### config.mk
export PLATFORM = sky130hd
export DESIGN_NAME = jt12_regwr
export DESIGN_NICKNAME = d
export VERILOG_FILES = /design/src/rtl/jt12_regwr_pkg.sv /design/src/rtl/jt12_regwr.sv
export SDC_FILE = /design/constraint.sdc
export NUM_CORES = 1
export LEC_CHECK = 0
export ABC_CLOCK_PERIOD_IN_PS = 2000
export BUFFER_PORTS_ARGS = -buffer_cell sky130_fd_sc_hd__buf_2
export CORE_MARGIN = 2
export CORE_UTILIZATION = 55
export DETAILED_ROUTE_END_ITERATION = 16
export PLACE_DENSITY = 0.8
export RECOVER_POWER = 100
export SLEW_MARGIN = 20
export SYNTH_ARGS = -nofsm -noshare
export SYNTH_HDL_FRONTEND = slang
export SYNTH_SLANG_ARGS = --single-unit
### constraint.sdc
create_clock -name clk -period 2 [get_ports clk]
set_input_delay 0.2 -clock clk [delete_from_list [all_inputs] [get_ports clk]]
set_output_delay 0.2 -clock clk [all_outputs]
set_load 0.01 [all_outputs]
### src/rtl/jt12_regwr_pkg.sv
// jt12_regwr_pkg: state encoding, defaults and small helpers
// shared by the YM2612 register-write sequencer.
package jt12_regwr_pkg;

  typedef enum logic [2:0] {
    IDLE = 3'd0,
    AWR  = 3'd1,
    AGAP = 3'd2,
    DWR  = 3'd3,
    BUSY = 3'd4
  } state_t;

  localparam int WR_CEN_DEF    = 2;
  localparam int GAP_CEN_DEF   = 2;
  localparam int POLL_BUSY_DEF = 1;
  localparam int TIMEOUT_DEF   = 255;

  // Phase counters count down to zero, so load n-1.
  function automatic logic [3:0] phase_load(input int n);
    return 4'(n - 1);
  endfunction

  function automatic logic [7:0] sat_inc(input logic [7:0] v);
    return (v == 8'hff) ? v : v + 8'd1;
  endfunction

endpackage

### src/rtl/jt12_regwr.sv
// jt12_regwr: sequences one YM2612 register write
// (address strobe, gap, data strobe, optional busy poll).
module jt12_regwr
  import jt12_regwr_pkg::*;
#(
  parameter int WR_CEN    = WR_CEN_DEF,
  parameter int GAP_CEN   = GAP_CEN_DEF,
  parameter int POLL_BUSY = POLL_BUSY_DEF,
  parameter int TIMEOUT   = TIMEOUT_DEF
) (
  input  logic       clk,
  input  logic       rst,
  input  logic       cen,
  input  logic       req_valid,
  output logic       req_ready,
  input  logic       req_part,
  input  logic [7:0] req_reg,
  input  logic [7:0] req_val,
  output logic [7:0] ym_din,
  output logic [1:0] ym_addr,
  output logic       ym_cs_n,
  output logic       ym_wr_n,
  input  logic [7:0] ym_dout,
  output logic       done,
  output logic       timeout
);

  localparam logic [3:0] WR_LD  = phase_load(WR_CEN);
  localparam logic [3:0] GAP_LD = phase_load(GAP_CEN);
  localparam logic [7:0] TO_LIM = 8'(TIMEOUT);

  state_t     state;
  logic       part_q;
  logic [7:0] val_q;
  logic [3:0] cnt;
  logic [7:0] bcnt;
  logic [7:0] bcnt_nx;
  logic       unused_dout;

  assign bcnt_nx     = sat_inc(bcnt);
  assign unused_dout = ^ym_dout[6:0];

  always_ff @(posedge clk) begin
    done    <= 1'b0;
    timeout <= 1'b0;
    if (rst) begin
      state     <= IDLE;
      req_ready <= 1'b0;
      ym_cs_n   <= 1'b1;
      ym_wr_n   <= 1'b1;
      ym_addr   <= 2'd0;
      ym_din    <= 8'd0;
      part_q    <= 1'b0;
      val_q     <= 8'd0;
      cnt       <= 4'd0;
      bcnt      <= 8'd0;
    end else begin
      unique case (state)
        IDLE: begin
          req_ready <= 1'b1;
          if (req_valid && req_ready) begin
            part_q    <= req_part;
            val_q     <= req_val;
            ym_addr   <= {req_part, 1'b0};
            ym_din    <= req_reg;
            ym_cs_n   <= 1'b0;
            ym_wr_n   <= 1'b0;
            cnt       <= WR_LD;
            req_ready <= 1'b0;
            state     <= AWR;
          end
        end
        AWR: if (cen) begin
          if (cnt == 4'd0) begin
            ym_cs_n <= 1'b1;
            ym_wr_n <= 1'b1;
            cnt     <= GAP_LD;
            state   <= AGAP;
          end else begin
            cnt <= cnt - 4'd1;
          end
        end
        AGAP: if (cen) begin
          if (cnt == 4'd0) begin
            ym_addr <= {part_q, 1'b1};
            ym_din  <= val_q;
            ym_cs_n <= 1'b0;
            ym_wr_n <= 1'b0;
            cnt     <= WR_LD;
            state   <= DWR;
          end else begin
            cnt <= cnt - 4'd1;
          end
        end
        DWR: if (cen) begin
          if (cnt == 4'd0) begin
            ym_cs_n <= 1'b1;
            ym_wr_n <= 1'b1;
            if (POLL_BUSY != 0) begin
              bcnt  <= 8'd0;
              state <= BUSY;
            end else begin
              ym_addr   <= 2'd0;
              ym_din    <= 8'd0;
              req_ready <= 1'b1;
              done      <= 1'b1;
              state     <= IDLE;
            end
          end else begin
            cnt <= cnt - 4'd1;
          end
        end
        BUSY: if (cen) begin
          bcnt <= bcnt_nx;
          // bcnt==0 marks the first tick: busy is not yet valid there
          if (bcnt != 8'd0 && !ym_dout[7]) begin
            ym_addr   <= 2'd0;
            ym_din    <= 8'd0;
            req_ready <= 1'b1;
            done      <= 1'b1;
            state     <= IDLE;
          end else if (bcnt_nx >= TO_LIM) begin
            ym_addr   <= 2'd0;
            ym_din    <= 8'd0;
            req_ready <= 1'b1;
            timeout   <= 1'b1;
            state     <= IDLE;
          end
        end
        default: state <= IDLE;
      endcase
    end
  end

endmodule

==> run metrics <==
status=finished, final reports clean; pre-CTS setup slack=0.0835 ns; CTS Hold Bufs=0; htree depth=2; total CTS buffers=5; register area share after synthesis=0.344; reg2reg start=bcnt[0]; drt first pass iters=5; worst-path maximum fanout=6; largest net degree at the start of global routing=21; endpoints failing hold=0; gpl congestion=0.823; Syn-to-layout area delta=16.3%; Power Dens Cells=1230 mW/mm^2; CTS tree=yes; hold path cells=3; Ys Warns=0; Reg-to-Reg End=ym_din[1]; Synth Area per Inst=8.67 um^2; setup violators final=0; Seq pwr share=0.335; area leader, netlist=dfxtp_1; final instance area=0.00257 mm^2; Mapped Area=0.00221 mm^2; DRC viols=0; Final Skew=0.00685 ns; CTS max path bufs=2; top post-synthesis cells by area=dfxtp_1 34%, mux2i_1 5.0%, a22o_1 4.0%; die height=67.4 um; root buffer cell=clkbuf_8; Post-DP HPWL=3620 um; crit path launch type=flop; Fmax=519 MHz; multi-input logic area=0.00131 mm^2; chip width=67.4 um; EDFF count, synth=0; Logic pwr share=0.407; Worst path max stage delay=0.36 ns; fin crit period=1.93 ns; Unique masters post-synth=62; Routed WL=5140 um; worst hold start=req_val[1]; Core ar.=0.00394 mm^2; fin. max-slew vios=0; clock sinks=38; Pleak=0.907 nW; Rows=23; maxcap violations=0; I/O Buffers=36; CP Class=reg -> reg; share of cells above drive strength 1=0.185; Synth async-reset ratio=0; crit path setup slack, layout=0.0721 ns; I/O pin count=44; post-synthesis register bit count=38; Main synth FF type=dfxtp_1; WL per Instance=15.0 um; antenna viol nets, final=0; Worst R2R Path Depth=8; antenna diode count=0; first-pass GRT wire length=8200 um; Clock power frac=0.257; Mapped Nets=288; switching part of the total=0.367; Internal Pwr Total=2.00 mW; Least-Margin Pin Slew=0.622 ns; share of the synthesized area in the top cell type=0.344; crit path cell chain=inv_1 > ha_1 > nor2b_1 > a311o_1 > nand3_4 > clkbuf_4 > o2111ai_1 > a31oi_1; Crit path required time=2.22 ns; commonest non-fill, non-tap cell in the layout=dfxtp_1; Layout fillers=339; placed instance area=0.00244 mm^2; initial antenna violation count=0; Hold EP=val_q[1]; CTS clock-pin slew for the worst setup and hold paths=0.08 ns; nets@finish=324; Die ar.=0.00454 mm^2; post-DR vias/cell=5.97; post-synthesis cell count=255; Critical-path top delay cell=dfxtp_1; Total GRT Usage=0.236; FF/Latch Area=762 um^2; worst skew pair latency=0.29 ns; number of global-route vias before repair=1776; Initial DRC Count=130; routed vias=2043; slew margin rel.=0.585; maximum vdd drop=0.723 mV; HP Class=in -> reg; Critical Path End Type=flop; P_sw=1.16 mW; CP arrival=2.15 ns; fin crit share=0.964; reg2reg setup slack=0.07 ns; gr ovfl total=0; most frequent cells in the layout=37 x dfxtp_1, 21 x buf_2, 20 x nand2_1; initial core utilization=0.561
power groups by stage:
stage / Combinational [mW] / Sequential, mW / Clock, mW
global route: 1.41 / 1.08 / 0.855
floorplan: 0.960 / 1.06 / 0
detailed placement: 1.30 / 1.07 / 0
CTS: 1.31 / 1.05 / 0.825
finish: 1.29 / 1.06 / 0.813
global placement: 1.28 / 1.07 / 0
cells in the mapped netlist (all sizes together) (2+ instances only):
cell type	instances
dfxtp	38
nand2	21
nor2	20
o21ai	14
a21oi	13
buf	13
a31oi	11
mux2i	11
a22o	10
inv	10
o2111ai	10
a22oi	9
or2	9
nand3	7
nor3	7
clkbuf	5
ha	4
nand3b	4
and3	3
a211oi	2
a41o	2
nor2b	2
nor3b	2
o21a	2
kinds of logic after synthesis:
logic type / Yosys count / synth area share
buffers and inverters: 28 / 0.0617
multiplexers: 11 / 0.0498
flip-flops: 38 / 0.344
adder cells (fa/ha/maj): 5 / 0.0272
AND/OR/NAND/NOR: 84 / 0.218
XOR/XNOR: 1 / 0.00396
AO/OA/AOI/OAI: 88 / 0.295
area by class of cell:
type,count,area share
multi-input cells,189,0.509
flip-flops and latches,38,0.296
repair buffers,47,0.0998
clock buffers,6,0.0321
well taps,50,0.0243
clock inverters,2,0.0234
inverters,10,0.0146
through the flow:
stage	TNS [ns]	std cells	hold slack, ns	util	power [mW]
floorplan	0	255	0.344	-	2.02
global placement	0	333	0.433	0.619	2.34
detailed placement	0	333	0.441	0.619	2.37
CTS	0	341	0.141	0.656	3.19
global route	-0.0384	342	0.153	0.652	3.35
finish	0	342	0.146	0.652	3.16
registers in the layout (all words and copies together) (netlist names):
register	flops
timeout	1
part_q	1
ym_wr_n	1
bcnt	8
state	3
cnt	4
done	1
ym_din	8
val_q	8
ym_addr	2
req_ready	1
how the worst max path moves through the flow:
stage | start | end | slack (ns)
global placement | bcnt[1] | req_ready | 0.14
detailed placement | bcnt[1] | ym_din[0] | 0.08
finish | bcnt[0] | ym_din[1] | 0.07
CTS | bcnt[1] | ym_din[0] | 0.07
global route | bcnt[1] | ym_din[1] | -0.02
floorplan | bcnt[0] | ym_din[2] | 0.20
timing repair:
| action | CTS | global route |
|---|---|---|
| endpoints found under the setup margin | 0 | 10 |
| gates resized for setup | 0 | 2 |
| setup buffers | 0 | 1 |
layer usage:
metal | GRT usage | vias to the layer above | wire [um]
met5 | 0 | - | 0
met4 | 0.0638 | 0 | 40
met3 | 0.0483 | 4 | 170
met2 | 0.395 | 40 | 2560
met1 | 0.308 | 964 | 2370
li1 | - | 1035 | -
critical path: cells and delay by family (launching register included):
kind / cells / cell delay (ns)
flops: 1 / 0.36
compound gates: 3 / 0.66
buf+inv: 2 / 0.20
fa+ha+maj: 1 / 0.34
simple gates: 2 / 0.29
(Power assumes the default switching activity.)
